$ cat src/rtl/ctrl_pipeline_if.sv
// Control-pipeline bus: decode inputs, hazard controls and per-stage control outputs.
// Perf counter signals exist only when CTRL_PERF_EN is defined.
interface ctrl_pipeline_if #(
    parameter int MEM_STAGES = 1
);
    logic [5:0]            opD;
    logic [5:0]            functD;
    logic                  equalD;
    logic                  nequalD;
    logic                  flushE;
    logic                  stallE;
    logic                  pcsrcD;
    logic                  branchD;
    logic                  bneD;
    logic                  jumpD;
    logic                  extendD;
    logic                  stall_mduD;
    logic                  alusrcE;
    logic                  regdstE;
    logic                  regwriteE;
    logic                  memtoregE;
    logic [3:0]            alucontrolE;
    logic                  mduopE;
    logic                  memwriteM;
    logic [MEM_STAGES-1:0] regwriteM_vec;
    logic [MEM_STAGES-1:0] memtoregM_vec;
    logic                  regwriteW;
    logic                  memtoregW;
    logic                  mdu_busy;
`ifdef CTRL_PERF_EN
    logic [31:0]           perf_bubbles;
    logic [31:0]           perf_mdu_stall;

    modport master (
        output opD, functD, equalD, nequalD, flushE, stallE,
        input  pcsrcD, branchD, bneD, jumpD, extendD, stall_mduD,
        input  alusrcE, regdstE, regwriteE, memtoregE, alucontrolE, mduopE,
        input  memwriteM, regwriteM_vec, memtoregM_vec, regwriteW, memtoregW, mdu_busy,
        input  perf_bubbles, perf_mdu_stall
    );
    modport slave (
        input  opD, functD, equalD, nequalD, flushE, stallE,
        output pcsrcD, branchD, bneD, jumpD, extendD, stall_mduD,
        output alusrcE, regdstE, regwriteE, memtoregE, alucontrolE, mduopE,
        output memwriteM, regwriteM_vec, memtoregM_vec, regwriteW, memtoregW, mdu_busy,
        output perf_bubbles, perf_mdu_stall
    );
`else
    modport master (
        output opD, functD, equalD, nequalD, flushE, stallE,
        input  pcsrcD, branchD, bneD, jumpD, extendD, stall_mduD,
        input  alusrcE, regdstE, regwriteE, memtoregE, alucontrolE, mduopE,
        input  memwriteM, regwriteM_vec, memtoregM_vec, regwriteW, memtoregW, mdu_busy
    );
    modport slave (
        input  opD, functD, equalD, nequalD, flushE, stallE,
        output pcsrcD, branchD, bneD, jumpD, extendD, stall_mduD,
        output alusrcE, regdstE, regwriteE, memtoregE, alucontrolE, mduopE,
        output memwriteM, regwriteM_vec, memtoregM_vec, regwriteW, memtoregW, mdu_busy
    );
`endif
endinterface

$ cat src/rtl/ctrl_pipeline.sv
// Pipelined MIPS control unit: D decode, E/M1..Mn/W control registers and an MDU busy tracker.
// Optional CTRL_PERF_EN adds saturating bubble and MDU-stall cycle counters.
module ctrl_pipeline #(
    parameter int MEM_STAGES = 1,
    parameter int MDU_CYCLES = 32
) (
    input  logic           clk,
    input  logic           reset,
    ctrl_pipeline_if.slave bus
);
    localparam int CNT_W = (MDU_CYCLES > 2) ? $clog2(MDU_CYCLES) : 1;
    localparam logic [CNT_W-1:0] CNT_INIT = CNT_W'(MDU_CYCLES - 1);

    localparam logic [5:0] OP_RTYPE = 6'h00;
    localparam logic [5:0] OP_J     = 6'h02;
    localparam logic [5:0] OP_BEQ   = 6'h04;
    localparam logic [5:0] OP_BNE   = 6'h05;
    localparam logic [5:0] OP_ADDI  = 6'h08;
    localparam logic [5:0] OP_ADDIU = 6'h09;
    localparam logic [5:0] OP_SLTI  = 6'h0A;
    localparam logic [5:0] OP_SLTIU = 6'h0B;
    localparam logic [5:0] OP_ANDI  = 6'h0C;
    localparam logic [5:0] OP_ORI   = 6'h0D;
    localparam logic [5:0] OP_XORI  = 6'h0E;
    localparam logic [5:0] OP_LW    = 6'h23;
    localparam logic [5:0] OP_SW    = 6'h2B;

    localparam logic [3:0] ALU_AND  = 4'b0000;
    localparam logic [3:0] ALU_OR   = 4'b0001;
    localparam logic [3:0] ALU_ADD  = 4'b0010;
    localparam logic [3:0] ALU_XOR  = 4'b0011;
    localparam logic [3:0] ALU_NOR  = 4'b0100;
    localparam logic [3:0] ALU_SUB  = 4'b0110;
    localparam logic [3:0] ALU_SLT  = 4'b0111;
    localparam logic [3:0] ALU_SLTU = 4'b1000;

    typedef struct packed {
        logic       memtoreg;
        logic       memwrite;
        logic       alusrc;
        logic       regdst;
        logic       regwrite;
        logic [3:0] alucontrol;
        logic       mduop;
    } eCtl_t;

    typedef enum logic {MDU_IDLE = 1'b0, MDU_BUSY = 1'b1} mduState_t;

    logic       regwriteD_s, regdstD_s, alusrcD_s, memwriteD_s, memtoregD_s;
    logic       branchD_s, bneD_s, jumpD_s, extendD_s;
    logic [1:0] aluOp_s;
    logic [3:0] immAlu_s;
    logic [3:0] alucontrolD_s;
    logic       mduopD_s, mfhiloD_s, stallMduD_s;
    eCtl_t      eCtl_r;

    logic [MEM_STAGES-1:0] regwriteM_r, memtoregM_r;
    logic                  memwriteM_r, regwriteW_r, memtoregW_r;
    mduState_t             mduState_r;
    logic [CNT_W-1:0]      mduCnt_r;
    logic                  mduBusy_r;

    // Main decoder: aluOp 00=add, 01=sub, 10=funct field, 11=immediate-specific op
    always_comb begin
        regwriteD_s = 1'b0;
        regdstD_s   = 1'b0;
        alusrcD_s   = 1'b0;
        memwriteD_s = 1'b0;
        memtoregD_s = 1'b0;
        branchD_s   = 1'b0;
        bneD_s      = 1'b0;
        jumpD_s     = 1'b0;
        extendD_s   = 1'b0;
        aluOp_s     = 2'b00;
        immAlu_s    = ALU_ADD;
        case (bus.opD)
            OP_RTYPE: begin regwriteD_s = 1'b1; regdstD_s = 1'b1; aluOp_s = 2'b10; end
            OP_LW:    begin regwriteD_s = 1'b1; alusrcD_s = 1'b1; memtoregD_s = 1'b1; extendD_s = 1'b1; end
            OP_SW:    begin alusrcD_s = 1'b1; memwriteD_s = 1'b1; extendD_s = 1'b1; end
            OP_BEQ:   begin branchD_s = 1'b1; extendD_s = 1'b1; aluOp_s = 2'b01; end
            OP_BNE:   begin bneD_s = 1'b1; extendD_s = 1'b1; aluOp_s = 2'b01; end
            OP_ADDI,
            OP_ADDIU: begin regwriteD_s = 1'b1; alusrcD_s = 1'b1; extendD_s = 1'b1; end
            OP_SLTI:  begin regwriteD_s = 1'b1; alusrcD_s = 1'b1; extendD_s = 1'b1; aluOp_s = 2'b11; immAlu_s = ALU_SLT; end
            OP_SLTIU: begin regwriteD_s = 1'b1; alusrcD_s = 1'b1; extendD_s = 1'b1; aluOp_s = 2'b11; immAlu_s = ALU_SLTU; end
            OP_ANDI:  begin regwriteD_s = 1'b1; alusrcD_s = 1'b1; aluOp_s = 2'b11; immAlu_s = ALU_AND; end
            OP_ORI:   begin regwriteD_s = 1'b1; alusrcD_s = 1'b1; aluOp_s = 2'b11; immAlu_s = ALU_OR; end
            OP_XORI:  begin regwriteD_s = 1'b1; alusrcD_s = 1'b1; aluOp_s = 2'b11; immAlu_s = ALU_XOR; end
            OP_J:     begin jumpD_s = 1'b1; end
            default:  begin regwriteD_s = 1'b0; end
        endcase
    end

    // ALU decoder: R-type functs without an ALU meaning fall back to add
    always_comb begin
        alucontrolD_s = ALU_ADD;
        case (aluOp_s)
            2'b00: alucontrolD_s = ALU_ADD;
            2'b01: alucontrolD_s = ALU_SUB;
            2'b10: begin
                case (bus.functD)
                    6'h20, 6'h21: alucontrolD_s = ALU_ADD;
                    6'h22, 6'h23: alucontrolD_s = ALU_SUB;
                    6'h24:        alucontrolD_s = ALU_AND;
                    6'h25:        alucontrolD_s = ALU_OR;
                    6'h26:        alucontrolD_s = ALU_XOR;
                    6'h27:        alucontrolD_s = ALU_NOR;
                    6'h2A:        alucontrolD_s = ALU_SLT;
                    6'h2B:        alucontrolD_s = ALU_SLTU;
                    default:      alucontrolD_s = ALU_ADD;
                endcase
            end
            2'b11:   alucontrolD_s = immAlu_s;
            default: alucontrolD_s = ALU_ADD;
        endcase
    end

    assign mduopD_s    = (bus.opD == OP_RTYPE) && (bus.functD inside {6'h18, 6'h19, 6'h1A, 6'h1B});
    assign mfhiloD_s   = (bus.opD == OP_RTYPE) && (bus.functD inside {6'h10, 6'h12});
    // A mult/div still sitting in E counts as busy before the tracker has started
    assign stallMduD_s = (mfhiloD_s | mduopD_s) & (mduBusy_r | eCtl_r.mduop);

    assign bus.pcsrcD     = (branchD_s & bus.equalD) | (bneD_s & bus.nequalD);
    assign bus.branchD    = branchD_s;
    assign bus.bneD       = bneD_s;
    assign bus.jumpD      = jumpD_s;
    assign bus.extendD    = extendD_s;
    assign bus.stall_mduD = stallMduD_s;

    // E stage register: reset/flush clear it, stall holds it
    always_ff @(posedge clk) begin
        if (reset || bus.flushE) begin
            eCtl_r <= '0;
        end else if (bus.stallE) begin
            eCtl_r <= eCtl_r;
        end else begin
            eCtl_r <= '{memtoreg: memtoregD_s, memwrite: memwriteD_s, alusrc: alusrcD_s,
                        regdst: regdstD_s, regwrite: regwriteD_s,
                        alucontrol: alucontrolD_s, mduop: mduopD_s};
        end
    end

    // M1..Mn and W registers; M1 takes a bubble while E is stalled
    always_ff @(posedge clk) begin
        if (reset) begin
            regwriteM_r <= '0;
            memtoregM_r <= '0;
            memwriteM_r <= 1'b0;
            regwriteW_r <= 1'b0;
            memtoregW_r <= 1'b0;
        end else begin
            if (bus.stallE) begin
                regwriteM_r[0] <= 1'b0;
                memtoregM_r[0] <= 1'b0;
                memwriteM_r    <= 1'b0;
            end else begin
                regwriteM_r[0] <= eCtl_r.regwrite;
                memtoregM_r[0] <= eCtl_r.memtoreg;
                memwriteM_r    <= eCtl_r.memwrite;
            end
            for (int k = 1; k < MEM_STAGES; k++) begin
                regwriteM_r[k] <= regwriteM_r[k-1];
                memtoregM_r[k] <= memtoregM_r[k-1];
            end
            regwriteW_r <= regwriteM_r[MEM_STAGES-1];
            memtoregW_r <= memtoregM_r[MEM_STAGES-1];
        end
    end

    // MDU busy tracker: starts when a mult/div leaves E, busy for exactly MDU_CYCLES cycles
    always_ff @(posedge clk) begin
        if (reset) begin
            mduState_r <= MDU_IDLE;
            mduCnt_r   <= '0;
            mduBusy_r  <= 1'b0;
        end else begin
            case (mduState_r)
                MDU_IDLE: begin
                    if (eCtl_r.mduop && !bus.stallE && !bus.flushE) begin
                        mduState_r <= MDU_BUSY;
                        mduCnt_r   <= CNT_INIT;
                        mduBusy_r  <= 1'b1;
                    end else begin
                        mduState_r <= MDU_IDLE;
                        mduBusy_r  <= 1'b0;
                    end
                end
                MDU_BUSY: begin
                    if (mduCnt_r == '0) begin
                        mduState_r <= MDU_IDLE;
                        mduBusy_r  <= 1'b0;
                    end else begin
                        mduCnt_r   <= mduCnt_r - CNT_W'(1);
                        mduBusy_r  <= 1'b1;
                    end
                end
                default: begin
                    mduState_r <= MDU_IDLE;
                    mduCnt_r   <= '0;
                    mduBusy_r  <= 1'b0;
                end
            endcase
        end
    end

    assign bus.alusrcE       = eCtl_r.alusrc;
    assign bus.regdstE       = eCtl_r.regdst;
    assign bus.regwriteE     = eCtl_r.regwrite;
    assign bus.memtoregE     = eCtl_r.memtoreg;
    assign bus.alucontrolE   = eCtl_r.alucontrol;
    assign bus.mduopE        = eCtl_r.mduop;
    assign bus.memwriteM     = memwriteM_r;
    assign bus.regwriteM_vec = regwriteM_r;
    assign bus.memtoregM_vec = memtoregM_r;
    assign bus.regwriteW     = regwriteW_r;
    assign bus.memtoregW     = memtoregW_r;
    assign bus.mdu_busy      = mduBusy_r;

`ifdef CTRL_PERF_EN
    logic [31:0] perfBubbles_r, perfMduStall_r;

    // Saturating cycle counters for pipeline bubbles and MDU decode stalls
    always_ff @(posedge clk) begin
        if (reset) begin
            perfBubbles_r  <= 32'd0;
            perfMduStall_r <= 32'd0;
        end else begin
            if ((bus.flushE || bus.stallE) && (perfBubbles_r != 32'hFFFF_FFFF)) begin
                perfBubbles_r <= perfBubbles_r + 32'd1;
            end
            if (stallMduD_s && (perfMduStall_r != 32'hFFFF_FFFF)) begin
                perfMduStall_r <= perfMduStall_r + 32'd1;
            end
        end
    end

    assign bus.perf_bubbles   = perfBubbles_r;
    assign bus.perf_mdu_stall = perfMduStall_r;
`endif
endmodule

$ cat src/flat_wrapper.sv
// flat-port wrapper written by rule: the top's interface ports become plain ports
module ctrl_pipeline_flat 
#(
    parameter int MEM_STAGES = 1,
    parameter int MDU_CYCLES = 32
)
  (clk, reset, bus_opD, bus_functD, bus_equalD, bus_nequalD, bus_flushE, bus_stallE, bus_pcsrcD, bus_branchD, bus_bneD, bus_jumpD, bus_extendD, bus_stall_mduD, bus_alusrcE, bus_regdstE, bus_regwriteE, bus_memtoregE, bus_alucontrolE, bus_mduopE, bus_memwriteM, bus_regwriteM_vec, bus_memtoregM_vec, bus_regwriteW, bus_memtoregW, bus_mdu_busy);
  ctrl_pipeline_if #(.MEM_STAGES(MEM_STAGES)) bus_i ();
  input  logic clk;
  input  logic reset;
  input wire logic [$bits(bus_i.opD)-1:0] bus_opD;
  input wire logic [$bits(bus_i.functD)-1:0] bus_functD;
  input wire logic [$bits(bus_i.equalD)-1:0] bus_equalD;
  input wire logic [$bits(bus_i.nequalD)-1:0] bus_nequalD;
  input wire logic [$bits(bus_i.flushE)-1:0] bus_flushE;
  input wire logic [$bits(bus_i.stallE)-1:0] bus_stallE;
  output wire logic [$bits(bus_i.pcsrcD)-1:0] bus_pcsrcD;
  output wire logic [$bits(bus_i.branchD)-1:0] bus_branchD;
  output wire logic [$bits(bus_i.bneD)-1:0] bus_bneD;
  output wire logic [$bits(bus_i.jumpD)-1:0] bus_jumpD;
  output wire logic [$bits(bus_i.extendD)-1:0] bus_extendD;
  output wire logic [$bits(bus_i.stall_mduD)-1:0] bus_stall_mduD;
  output wire logic [$bits(bus_i.alusrcE)-1:0] bus_alusrcE;
  output wire logic [$bits(bus_i.regdstE)-1:0] bus_regdstE;
  output wire logic [$bits(bus_i.regwriteE)-1:0] bus_regwriteE;
  output wire logic [$bits(bus_i.memtoregE)-1:0] bus_memtoregE;
  output wire logic [$bits(bus_i.alucontrolE)-1:0] bus_alucontrolE;
  output wire logic [$bits(bus_i.mduopE)-1:0] bus_mduopE;
  output wire logic [$bits(bus_i.memwriteM)-1:0] bus_memwriteM;
  output wire logic [$bits(bus_i.regwriteM_vec)-1:0] bus_regwriteM_vec;
  output wire logic [$bits(bus_i.memtoregM_vec)-1:0] bus_memtoregM_vec;
  output wire logic [$bits(bus_i.regwriteW)-1:0] bus_regwriteW;
  output wire logic [$bits(bus_i.memtoregW)-1:0] bus_memtoregW;
  output wire logic [$bits(bus_i.mdu_busy)-1:0] bus_mdu_busy;
  assign bus_i.opD = bus_opD;
  assign bus_i.functD = bus_functD;
  assign bus_i.equalD = bus_equalD;
  assign bus_i.nequalD = bus_nequalD;
  assign bus_i.flushE = bus_flushE;
  assign bus_i.stallE = bus_stallE;
  assign bus_pcsrcD = bus_i.pcsrcD;
  assign bus_branchD = bus_i.branchD;
  assign bus_bneD = bus_i.bneD;
  assign bus_jumpD = bus_i.jumpD;
  assign bus_extendD = bus_i.extendD;
  assign bus_stall_mduD = bus_i.stall_mduD;
  assign bus_alusrcE = bus_i.alusrcE;
  assign bus_regdstE = bus_i.regdstE;
  assign bus_regwriteE = bus_i.regwriteE;
  assign bus_memtoregE = bus_i.memtoregE;
  assign bus_alucontrolE = bus_i.alucontrolE;
  assign bus_mduopE = bus_i.mduopE;
  assign bus_memwriteM = bus_i.memwriteM;
  assign bus_regwriteM_vec = bus_i.regwriteM_vec;
  assign bus_memtoregM_vec = bus_i.memtoregM_vec;
  assign bus_regwriteW = bus_i.regwriteW;
  assign bus_memtoregW = bus_i.memtoregW;
  assign bus_mdu_busy = bus_i.mdu_busy;
  ctrl_pipeline #(.MEM_STAGES(MEM_STAGES), .MDU_CYCLES(MDU_CYCLES)) u_core (.clk(clk), .reset(reset), .bus(bus_i));
endmodule
$ cat config.mk
export PLATFORM = sky130hd
export DESIGN_NAME = ctrl_pipeline_flat
export DESIGN_NICKNAME = d
export VERILOG_FILES = /design/src/rtl/ctrl_pipeline_if.sv /design/src/rtl/ctrl_pipeline.sv /design/src/flat_wrapper.sv
export SDC_FILE = /design/constraint.sdc
export NUM_CORES = 1
export LEC_CHECK = 0
export ABC_AREA = 1
export CAP_MARGIN = 0
export CORE_ASPECT_RATIO = 0.9
export CORE_UTILIZATION = 46
export DETAILED_ROUTE_END_ITERATION = 10
export GPL_TIMING_DRIVEN = 0
export PLACE_DENSITY = 0.81
export SLEW_MARGIN = 40
export SYNTH_ARGS = -nofsm -noshare
export SYNTH_HDL_FRONTEND = slang
export SYNTH_SLANG_ARGS = --single-unit
$ cat constraint.sdc
create_clock -name clk -period 1.27 [get_ports clk]
set_input_delay 0.254 -clock clk [delete_from_list [all_inputs] [get_ports clk]]
set_output_delay 0.254 -clock clk [all_outputs]
set_load 0.01 [all_outputs]
## Word-level counts from Yosys, hierarchy flattened

Cells that the tools add are included.

| operators by class | value |
|---|---|
| bitwise operators | 7 |
| add/sub/neg operators | 1 |
| equality and inequality tests | 31 |
| muxes and demuxes | 19 |
| reductions and logical operators | 20 |

Operators with widths:

| kind | number |
|---|---|
| 6-bit equality test, second input constant | 10 |
| 6-bit by 4-bit equality test with 1-bit output, second input constant | 7 |
| 6-bit by 5-bit equality test with 1-bit output, second input constant | 6 |
| 4-bit case mux with 7 select lines | 1 |
| 4-bit case mux with 5 select lines | 1 |
| 9-bit OR reduction | 2 |
| 4-bit case mux with 4 select lines | 1 |
| 6-bit by 3-bit equality test with 1-bit output, second input constant | 2 |
| 1-bit two-way mux | 11 |
| 5-bit two-way mux | 2 |
| 5-bit case mux with 2 select lines | 1 |
| 8-bit OR reduction | 1 |
| 6-bit by 2-bit equality test with 1-bit output, second input constant | 1 |
| 6-bit zero test | 1 |
| 2-bit case mux with 3 select lines | 1 |
| 2-bit OR reduction | 3 |
| 5-bit zero test | 1 |
| 5-bit OR reduction | 1 |
| 5-bit by 1-bit subtractor with 5-bit output, second input constant | 1 |
| 2-bit equality test, second input constant | 2 |
| 1-bit logical AND | 4 |
| 4-bit nonzero test | 1 |
| 1-bit bitwise AND | 3 |
| 1-bit bitwise OR | 3 |
| 10 further kinds | 11 |

| word-level totals | value |
|---|---|
| output and inout port bits | 21 |
| bits of input ports | 18 |
| flip-flop bits (word level) | 21 |
| logic and storage cells | 92 |

## Depth between registers and ports, before layout

| logic depth | value |
|---|---|
| depth in word-level cells | 5 |
| mapped depth | 9 |
| gate-level depth less buffers | 9 |

## Least setup slack after synthesis

No wires, ideal clock.

| timing path | value |
|---|---|
| path kind | input port to output port |
| start point | in bus_opD[5] |
| end point | out bus_pcsrcD |
| data required time | 1.016 ns |
| arrival time | 1.005 ns |
| path buffers | 0 |
| setup slack | 0.011 ns |
| stages on the path | 4 |
| path through | nor2_4 > nand3_1 > nor2_1 > a22o_1 |

| on the way | value |
|---|---|
| cells in the longest elaborated chain, start to end | 4 |
| elaborated cells between the ends (all ways) | 7 |
| those cells by class | 2 x eq/ne; 2 x mux; 3 x bitwise |

Ends and longest elaborated chain:

| item | RTL line | text |
|---|---|---|
| start: declaration | flat_wrapper.sv:11 | `input wire logic [$bits(bus_i.opD)-1:0] bus_opD;` |
| 6-bit by 3-bit equality test with 1-bit output | ctrl_pipeline.sv:76 | `case (bus.opD)` |
| 1-bit two-way mux | ctrl_pipeline.sv:76 |  |
| named net bus_bneD | flat_wrapper.sv:19 | `output wire logic [$bits(bus_i.bneD)-1:0] bus_bneD;` |
| 1-bit bitwise AND | ctrl_pipeline.sv:123 | `assign bus.pcsrcD = (branchD_s & bus.equalD) \| (bneD_s & bus.nequalD);` |
| 1-bit bitwise OR | ctrl_pipeline.sv:123 |  |
| end: declaration | flat_wrapper.sv:17 | `output wire logic [$bits(bus_i.pcsrcD)-1:0] bus_pcsrcD;` |

The timed path passes the listed nets, and every way through them passes these cells.

## Worst setup path in the final report

| timing path | value |
|---|---|
| start point | in bus_opD[5] |
| end point | out bus_stall_mduD |

| on the way | value |
|---|---|
| cells in the longest elaborated chain, start to end | 4 |
| elaborated cells between the ends (all ways) | 5 |
| those cells by class | 2 x bitwise; 3 x reduce/logical |

Ends and longest elaborated chain:

| item | RTL line | text |
|---|---|---|
| 6-bit zero test * | ctrl_pipeline.sv:118, ctrl_pipeline.sv:119 |  |
| 1-bit logical AND (on tied branches) | ctrl_pipeline.sv:119, ctrl_pipeline.sv:118 |  |
| 1-bit bitwise OR * | ctrl_pipeline.sv:121 | `assign stallMduD_s = (mfhiloD_s \| mduopD_s) & (mduBusy_r \| eCtl_r.mduop);` |
| 1-bit bitwise AND * | ctrl_pipeline.sv:121 |  |
| end: declaration | flat_wrapper.sv:22 | `output wire logic [$bits(bus_i.stall_mduD)-1:0] bus_stall_mduD;` |

Mark *: on every way between the ends. The rest lies on a longest branch, timed or not.

==> out/results.txt <==
worst-skew pair later-pin latency - 0.29 ns
commonest non-fill, non-tap cell in the layout - nand2_1
Worst Setup Slack, final - -0.09346 ns
vias in the first global route - 1251
sw frac - 28.22%
measured slew at the worst slew-check pin - 0.3935 ns
Comb pwr share - 21.7%
Tcrit/Tclk final - 107.4%
Area Overhead vs Synth - 46.57%
vias per inst - 5.057
Yosys reg bits - 21
first drt pass iteration count - 7
Critical Path RT - 1.02 ns
CP endpoint kind - primary output
grt ovf - 0
sequential fraction of the synthesis area - 33.37%
Clock Power Share - 24.6%
design area - 1847 um^2
Core Util, Final - 72.96%
Max Slew Vio Count - 0
PD cells - 679.0 nW/um^2
Max Clk Rate - 0.7334 GHz
largest net degree at the start of global routing - 13
routed vias - 1340
CTS tree - done
# H-tree levels - 1
failing checks - design-rule violations, negative setup slack
Die Wd - 57.17 um
setup TNS - -0.1452 ns
Avg Cell Area, Syn - 6.885 um^2
P_sw - 0.3538 mW
HPWL reported at the end of detailed placement - 2.295 mm
Global Route Usage Sum - 22.77%
WS Path Type - in2out
commonest cells after routing, fill and taps aside - nand2_1, inv_1, buf_4
Synth warnings - 0
CP arrival - 1.11 ns
Syn Inst Count - 183
Worst slew margin - 73.77%
DP Worst Slack - -1.078 ns
initial cell density of the core - 49.78%
Max FO, Critical Path - 4
cts bufs inserted - 3
Hold Slack - 0.2173 ns
Fin. Hold Viols - 0
Worst Setup Start Kind - input port
initial antenna violation count - 0
outcome - finished with violations
# DRC - 1
Syn Nets - 203
clk slew on worst S/H paths - 0.11 ns
Sequential Power Share - 53.7%
VDD IR-drop max - 845.3 uV
Netlist Area Pre-Place - 1260 um^2
n_diodes - 0
drt wl/cell - 12.46 um
Leak - 0.8922 nW
total power - 1.254 mW
final setup fails - 2
RSZ-0062 raised after global routing - yes
class of the worst hold path - in2reg
DIE HEIGHT - 51.65 um
hold path depth - 2
Layout Cells excl Fill - 265
max-cap viol count - 0
# IOs - 39
share of layout cells above drive strength 1 - 40.93%
CTS max path bufs - 2
Root Driver - clkbuf_4
routability cong. - 0.8725
cell-internal power - 0.9001 mW
first-pass GRT wire length - 5.230 mm
placed cell count - 247
Placed Instance Area - 1655 um^2
Routed WL - 3.301 mm
Final min period - 1.363 ns
antenna-violating nets left - 0
core box area - 2531 um^2
Layout Nets - 258
library cells used by synthesis - 25
row cnt - 17
clock skew - 0.0006306 ns
total clock sinks - 21
# fillers - 206
DR iter-0 viols - 30
FF-to-FF path depth - 6
input/output buffers - 36
die area - 2953 um^2
cells in the mapped netlist (all sizes together):
| cell | count | area (um^2) |
|---|---|---|
| o21a | 1 | 7.510 |
| a221oi | 1 | 15.01 |
| a21oi | 13 | 80.07 |
| o211ai | 1 | 7.510 |
| buf | 5 | 37.54 |
| nand2 | 35 | 138.9 |
| nor2 | 33 | 163.9 |
| a211oi | 1 | 7.510 |
| o21ai | 11 | 55.05 |
| a22o | 1 | 8.760 |
| ha | 2 | 25.02 |
| clkbuf | 2 | 17.51 |
| xor2 | 1 | 8.760 |
| a31oi | 2 | 12.51 |
| o31a | 1 | 8.760 |
| inv | 32 | 120.1 |
| dfxtp | 21 | 420.4 |
| nand3 | 20 | 125.1 |
critical path, stage by stage:
cell,delay [ns]
buf_6,0.10
nor2_4,0.12
buf_6,0.14
nand3_4,0.07
inv_2,0.08
nand2_2,0.05
a211oi_2,0.13
buf_2,0.16
what timing repair did:
item,in CTS,in global routing
gates resized for setup,107,28
hold buffers,0,0
pin swaps,9,9
hold endpoints to repair,0,0
setup endpoints to repair,26,15
setup buffers,5,9
power groups by stage:
stage	clock, mW	sequential, mW	combinational [mW]
6_report	0.308	0.674	0.272
5_1_grt	0.345	0.675	0.296
4_1_cts	0.315	0.674	0.244
3_5_place_dp	0	0.690	0.229
3_3_place_gp	0	0.690	0.222
2_1_floorplan	0	0.691	0.123
per-layer routing:
metal	part of all wire [%]	track usage, %	up-vias
met5	0	0	-
met4	1.7	7.317	0
met3	4.4	4.229	8
met2	48	41.76	39
met1	45	26.88	604
li1	-	-	689
final cells by class:
type	instances	area (um^2)	area share [%]
multi-input combinational	123	769.5	41.67
inverter	32	120.1	6.504
clock inverter	1	5.005	0.2710
clock buffer	3	22.52	1.220
timing repair buffer	50	406.6	22.02
buffer	7	55.05	2.981
sequential	21	432.9	23.44
tap	28	35.03	1.897
cells by family after synthesis:
family                     after synthesis  synth area share (%)
AOI/OAI and AO/OA                       32                 16.09
xor gates and xnor gates                 1                0.6953
adders and majority gates                2                 1.986
buffers and inverters                   39                 13.90
DFF                                     21                 33.37
and+or+nand+nor                         88                 33.96
path summary, 6_finish.rpt:
kind                                             end                     start  slack (ns)
worst min-delay path            u_core.bus.regwriteE                bus_stallE        0.22
worst max-delay path                  bus_stall_mduD                bus_opD[5]       -0.09
worst min register to register  u_core.bus.memtoregW  u_core.bus.memtoregM_vec        0.42
worst max register to register    u_core.mduCnt_r[1]       u_core.bus.mdu_busy        0.06
state kept, by name (all words and copies together), names as in the netlist:
signal and count:
u_core.bus.memtoregM_vec 1, u_core.bus.memwriteM 1, u_core.bus.mdu_busy 1, u_core.bus.alusrcE 1
u_core.bus.memtoregE 1, u_core.bus.regwriteM_vec 1, u_core.bus.regwriteE 1, u_core.bus.alucontrolE 4
u_core.eCtl_r 1, u_core.bus.regwriteW 1, u_core.bus.regdstE 1, u_core.bus.memtoregW 1
u_core.bus.mduopE 1, u_core.mduCnt_r 5
No activity file was read; power rests on OpenSTA's default activity.
